## config.mk

```make
export PLATFORM = sky130hd
export DESIGN_NAME = rr_shared_reg_arbiter
export DESIGN_NICKNAME = d
export VERILOG_FILES = /design/src/rtl/rr_shared_reg_arbiter_pkg.sv /design/src/rtl/rr_shared_reg_arbiter_rr_pick.sv /design/src/rtl/rr_shared_reg_arbiter.sv
export SDC_FILE = /design/constraint.sdc
export NUM_CORES = 1
export LEC_CHECK = 0
export BUFFER_PORTS_ARGS = -buffer_cell sky130_fd_sc_hd__buf_2
export CORE_MARGIN = 3
export CORE_UTILIZATION = 52
export CTS_BUF_LIST = sky130_fd_sc_hd__clkbuf_8
export DETAILED_ROUTE_END_ITERATION = 16
export PLACE_DENSITY = 0.82
export SETUP_SLACK_MARGIN = 0.2
export SLEW_MARGIN = 20
export SYNTH_ARGS = -nofsm -noshare
export SYNTH_HDL_FRONTEND = slang
export SYNTH_HIERARCHICAL = 1
export SYNTH_SLANG_ARGS = --single-unit
```

## constraint.sdc

```tcl
create_clock -name clk -period 3.1 [get_ports clk]
set_input_delay 0.465 -clock clk [delete_from_list [all_inputs] [get_ports clk]]
set_output_delay 0.465 -clock clk [all_outputs]
set_load 0.01 [all_outputs]
```

## src/rtl/rr_shared_reg_arbiter_pkg.sv

```systemverilog
// Shared definitions for the round-robin shared-register arbiter:
// FSM state encodings and default sizing.
package rr_shared_reg_arbiter_pkg;

    localparam logic [1:0] StIdle  = 2'd0;
    localparam logic [1:0] StGrant = 2'd1;
    localparam logic [1:0] StAck   = 2'd2;

    localparam int unsigned DefNReq  = 4;
    localparam int unsigned DefDataW = 8;

endpackage

```

## src/rtl/rr_shared_reg_arbiter_rr_pick.sv

```systemverilog
// Combinational round-robin priority selector: the first set request found
// scanning last+1, last+2, ... (mod N_REQ) wins.
module rr_shared_reg_arbiter_rr_pick
    import rr_shared_reg_arbiter_pkg::*;
#(
    parameter int unsigned N_REQ = DefNReq,
    parameter int unsigned ID_W  = $clog2(N_REQ)
) (
    input  logic [N_REQ-1:0] req,
    input  logic [ID_W-1:0]  last,
    output logic [N_REQ-1:0] winner_oh,
    output logic [ID_W-1:0]  winner_idx,
    output logic             valid
);

    // Scan from the position after the previous winner; the first hit wins.
    always_comb begin
        logic [ID_W-1:0] cand;
        cand       = '0;
        winner_oh  = '0;
        winner_idx = '0;
        valid      = 1'b0;
        for (int unsigned k = 1; k <= N_REQ; k++) begin
            cand = ID_W'((32'(last) + k) % N_REQ);
            if (!valid && req[cand]) begin
                valid           = 1'b1;
                winner_oh[cand] = 1'b1;
                winner_idx      = cand;
            end
        end
    end

endmodule

```

## src/rtl/rr_shared_reg_arbiter.sv

```systemverilog
// Round-robin arbiter and write sequencer for one shared DATA_W-bit register.
// IDLE arbitrates, GRANT commits the winner's data (or aborts if its request
// was withdrawn), ACK emits a one-cycle acknowledge.
module rr_shared_reg_arbiter
    import rr_shared_reg_arbiter_pkg::*;
#(
    parameter int unsigned N_REQ  = DefNReq,
    parameter int unsigned DATA_W = DefDataW,
    parameter int unsigned ID_W   = $clog2(N_REQ)
) (
    input  logic                    clk,
    input  logic                    rst,
    input  logic [N_REQ-1:0]        req,
    input  logic [N_REQ*DATA_W-1:0] din,
    output logic [N_REQ-1:0]        gnt,
    output logic [N_REQ-1:0]        ack,
    output logic [ID_W-1:0]         owner,
    output logic                    busy,
    output logic [DATA_W-1:0]       q
);

    logic [1:0]        state_q, state_d;
    logic [ID_W-1:0]   last_q, last_d;
    logic [ID_W-1:0]   win_q, win_d;
    logic [N_REQ-1:0]  gnt_d, ack_d;
    logic [ID_W-1:0]   owner_d;
    logic [DATA_W-1:0] q_d;

    logic [N_REQ-1:0]  pick_oh;
    logic [ID_W-1:0]   pick_idx;
    logic              pick_valid;

    rr_shared_reg_arbiter_rr_pick #(
        .N_REQ (N_REQ),
        .ID_W  (ID_W)
    ) u_pick (
        .req        (req),
        .last       (last_q),
        .winner_oh  (pick_oh),
        .winner_idx (pick_idx),
        .valid      (pick_valid)
    );

    // Next-state logic; the pointer only moves on a committed write.
    always_comb begin
        state_d = state_q;
        last_d  = last_q;
        win_d   = win_q;
        gnt_d   = gnt;
        ack_d   = '0;
        owner_d = owner;
        q_d     = q;
        unique case (state_q)
            StIdle: begin
                if (pick_valid) begin
                    gnt_d   = pick_oh;
                    win_d   = pick_idx;
                    state_d = StGrant;
                end
            end
            StGrant: begin
                gnt_d   = '0;
                state_d = StIdle;
                if (req[win_q]) begin
                    q_d     = din[win_q*DATA_W +: DATA_W];
                    owner_d = win_q;
                    last_d  = win_q;
                    ack_d   = gnt;
                    state_d = StAck;
                end
            end
            StAck: begin
                state_d = StIdle;
            end
            default: begin
                gnt_d   = '0;
                state_d = StIdle;
            end
        endcase
    end

    // State, pointer and shared register; reset aborts any transaction.
    always_ff @(posedge clk or posedge rst) begin
        if (rst) begin
            state_q <= StIdle;
            last_q  <= ID_W'(N_REQ - 1);
            win_q   <= '0;
            gnt     <= '0;
            ack     <= '0;
            owner   <= '0;
            q       <= '0;
        end else begin
            state_q <= state_d;
            last_q  <= last_d;
            win_q   <= win_d;
            gnt     <= gnt_d;
            ack     <= ack_d;
            owner   <= owner_d;
            q       <= q_d;
        end
    end

    // Busy whenever a transaction is in flight.
    always_comb begin
        busy = (state_q != StIdle);
    end

endmodule
```

==> flow_metrics.py <==
metrics = {
    "global_routing": {
        "grt_max_degree": 25,
        "grt_pass1_vias": 1278,
        "grt_overflow": 0,
        "grt_pass1_wl_um": 5940,
        "grt.total_usage_pct": 18.7,
        "antenna_found_initial": 0,
    },
    "routing": {
        "detail_route.iter0.violations": 33,
        "drt_wl_total_um": 3740,
        "via_per_inst": 5.48,
        "vias": 1298,
        "ant_nets": 0,
        "drc_errors": 0,
        "drt_first_pass_iters": 4,
        "routedWlPerCell_um": 15.8,
    },
    "synth": {
        "yosysTopAreaCell": "dfrtp_1",
        "ys.flop_type": "dfrtp_1",
        "synth_area_leaders": "dfrtp_1 (32%), mux4_2 (12%), ha_1 (5.9%)",
        "synth_edf_count": 0,
        "synth_nets": 187,
        "ys_warn_count": 6,
        "synth_area_per_cell_um2": 12.0,
        "yosysSeqAreaShare_pct": 35.5,
        "synthCells": 141,
        "synth.cell_area_mm2": 0.00170,
        "synth_cell_type_count": 45,
        "synthArstFlopShare_pct": 100,
        "synth-seq-cells": 24,
        "netlist.area_leader.share_pct": 32.4,
    },
    "worst_hold_path": {
        "hp-class": "input pin to asynchronous set/reset pin",
    },
    "clocking": {
        "cts_resized": 0,
        "cts_tree": "yes",
        "cts_sinks": 24,
        "clkLatencyLatePin_ps": 260,
        "cts_buffers": 3,
        "cts_root_buffer": "clkbuf_8",
        "htreeDepth": 1,
        "ctsLongestPathBuffers": 2,
        "postCtsSetupRepairBufs": 0,
        "hold_buffers": 0,
        "path_clk_slew_ps": 80,
    },
    "critical_path": {
        "path_delay_family": "flip-flops",
        "reg2reg_slack_ps": 610,
        "start_kind": "flip-flop",
        "crit_buf_inv": 1,
        "r2r-end": "gnt[0]",
        "reg2reg_from": "last_q[0]",
        "cp_slowest_cell": "dfstp_2",
        "worst-path-max-fanout": 17,
        "worst-endpoint-required_ps": 3250,
        "end_kind": "flip-flop",
        "cp.arrival_ps": 2640,
        "critPathKind": "flip-flop to flip-flop",
        "r2r_cells": 7,
        "worstPathCellList": "inv_2 > ha_1 > mux2i_4 > o21ai_1 > a221o_1 > mux2i_1 > nor2_1",
        "slowest_delay_ps": 740,
    },
    "layout": {
        "n_fill_cell": 243,
        "seqCellArea_um2": 603,
        "final_nets": 240,
        "drive_gt1_share_pct": 51.3,
        "multi_input_area_um2": 993,
        "final_core_util_pct": 65.7,
        "num_antenna_cells": 0,
        "area_growth_pct": 19.2,
    },
    "placement": {
        "dpl.hpwl_um": 2890,
        "port-buffer-count": 56,
        "gp_congestion": 0.872,
    },
    "timing": {
        "rsz0062_at_grt": "false",
        "setup_violations": 0,
        "relSlewSlack_pct": 39.0,
        "slew_viol_final": 0,
        "finClkSkew_ps": 1.66,
        "totalNegativeSetupSlack_ps": 0,
        "hold_viol": 0,
        "finalCriticalPeriod_ps": 2490,
        "period_share_pct": 80.2,
        "max_freq_mhz": 402,
        "tightest_slew_ps": 914,
    },
    "floorplan": {
        "num_io_pins": 57,
        "core_area_mm2": 0.00308,
        "die_w_um": 63.1,
        "rows": 20,
        "dieArea_mm2": 0.00398,
        "initial_core_util_pct": 55.1,
        "die_h_um": 63.1,
    },
    "power": {
        "power_leakage_uw": 0.000980,
        "vdd_drop_max_mv": 0.605,
        "power_density_mw_per_mm2": 1010,
    },
    "status": {
        "status": "complete, no violations",
    },
    "flow_run": {
        "maxCapViolations": 0,
    },
}
-- Yosys cell counts, drive strengths merged (2+ instances only) --
master and number:
dfrtp 22, mux2 12, nand2 12, nor2 11, mux2i 9, mux4 9
ha 8, buf 7, o21ai 7, inv 5, a221o 4, and2 4
a21oi 3, a211oi 2, a21boi 2, a21o 2, a221oi 2, dfstp 2
nor2b 2, o22ai 2, or2 2, or3b 2
-- worst max path at each step --
stage / startpoint / to / depth (start not counted)
2_1_floorplan: last_q[0] / gnt[0] / 9
3_5_place_dp: last_q[0] / gnt[0] / 7
4_1_cts: last_q[0] / gnt[3] / 7
5_1_grt: last_q[0] / gnt[0] / 7
6_report: last_q[0] / gnt[0] / 7
3_3_place_gp: last_q[0] / gnt[2] / 7
-- cell type report --
type / count / area share [%]
multi-input cells: 104 / 49.1
clock buffers: 3 / 2.04
flip-flops and latches: 24 / 29.8
repair buffers: 56 / 13.9
clock inverters: 1 / 1.49
inverters: 5 / 0.928
well taps: 44 / 2.72
-- worst register-to-register path, stage by stage, from the launching register on --
cell	delay, ps
dfstp_2	740
inv_2	140
ha_1	540
mux2i_4	390
o21ai_1	110
a221o_1	270
mux2i_1	130
nor2_1	50
-- state kept, by name, summed over array words and instances (netlist names) --
name	cells
win_q	2
state_q	2
owner	2
ack	4
q	8
last_q	2
gnt	4
-- where the power goes --
part | internal, uW | switching, uW | leakage, uW
Clock | 172 | 97.4 | 0.0000357
Sequential | 451 | 184 | 0.000297
Combinational | 614 | 516 | 0.000647
Total | 1240 | 797 | 0.000980
-- cells in the final DEF (no fill, tap or decap), drive strengths merged, types with 3 or more instances in the layout --
cell / count
a21oi: 3
a221o: 4
and2: 4
buf: 56
clkbuf: 3
dfrtp: 22
ha: 8
inv: 5
mux2: 12
mux2i: 9
mux4: 9
nand2: 12
nor2: 11
o21ai: 7
-- per-layer routing --
metal | vias to the layer above | GRT usage [%] | part of all wire [%] | wire [um]
li1 | 625 | - | - | -
met2 | 32 | 34.1 | 54 | 2030
met3 | 2 | 4.28 | 4.2 | 158
met4 | 0 | 2.48 | 0.43 | 16
met5 | - | 0 | 0 | 0
met1 | 639 | 23.0 | 41 | 1530
-- cells by family (layout without fill, tap and decap cells) --
family / after synthesis / count (layout) / synth area share [%]
AO/OA/AOI/OAI: 27 / 27 / 13.6
adder cells (fa/ha/maj): 8 / 8 / 5.90
buffers and inverters: 13 / 65 / 5.90
flip-flops: 24 / 24 / 35.5
multiplexers: 30 / 30 / 27.1
AND/OR/NAND/NOR: 39 / 39 / 11.9
-- stage by stage --
step	cells	total power [uW]	setup slack (ps)	hold slack, ps	instance area [um2]
4_1_cts	237	2050	627	413	2020
2_1_floorplan	141	1570	928	478	1700
6_report	237	2030	613	389	2020
3_5_place_dp	233	1770	631	483	1950
5_1_grt	237	2180	445	443	2020
3_3_place_gp	233	1710	729	458	1950
No activity file was read; power rests on OpenSTA's default activity.
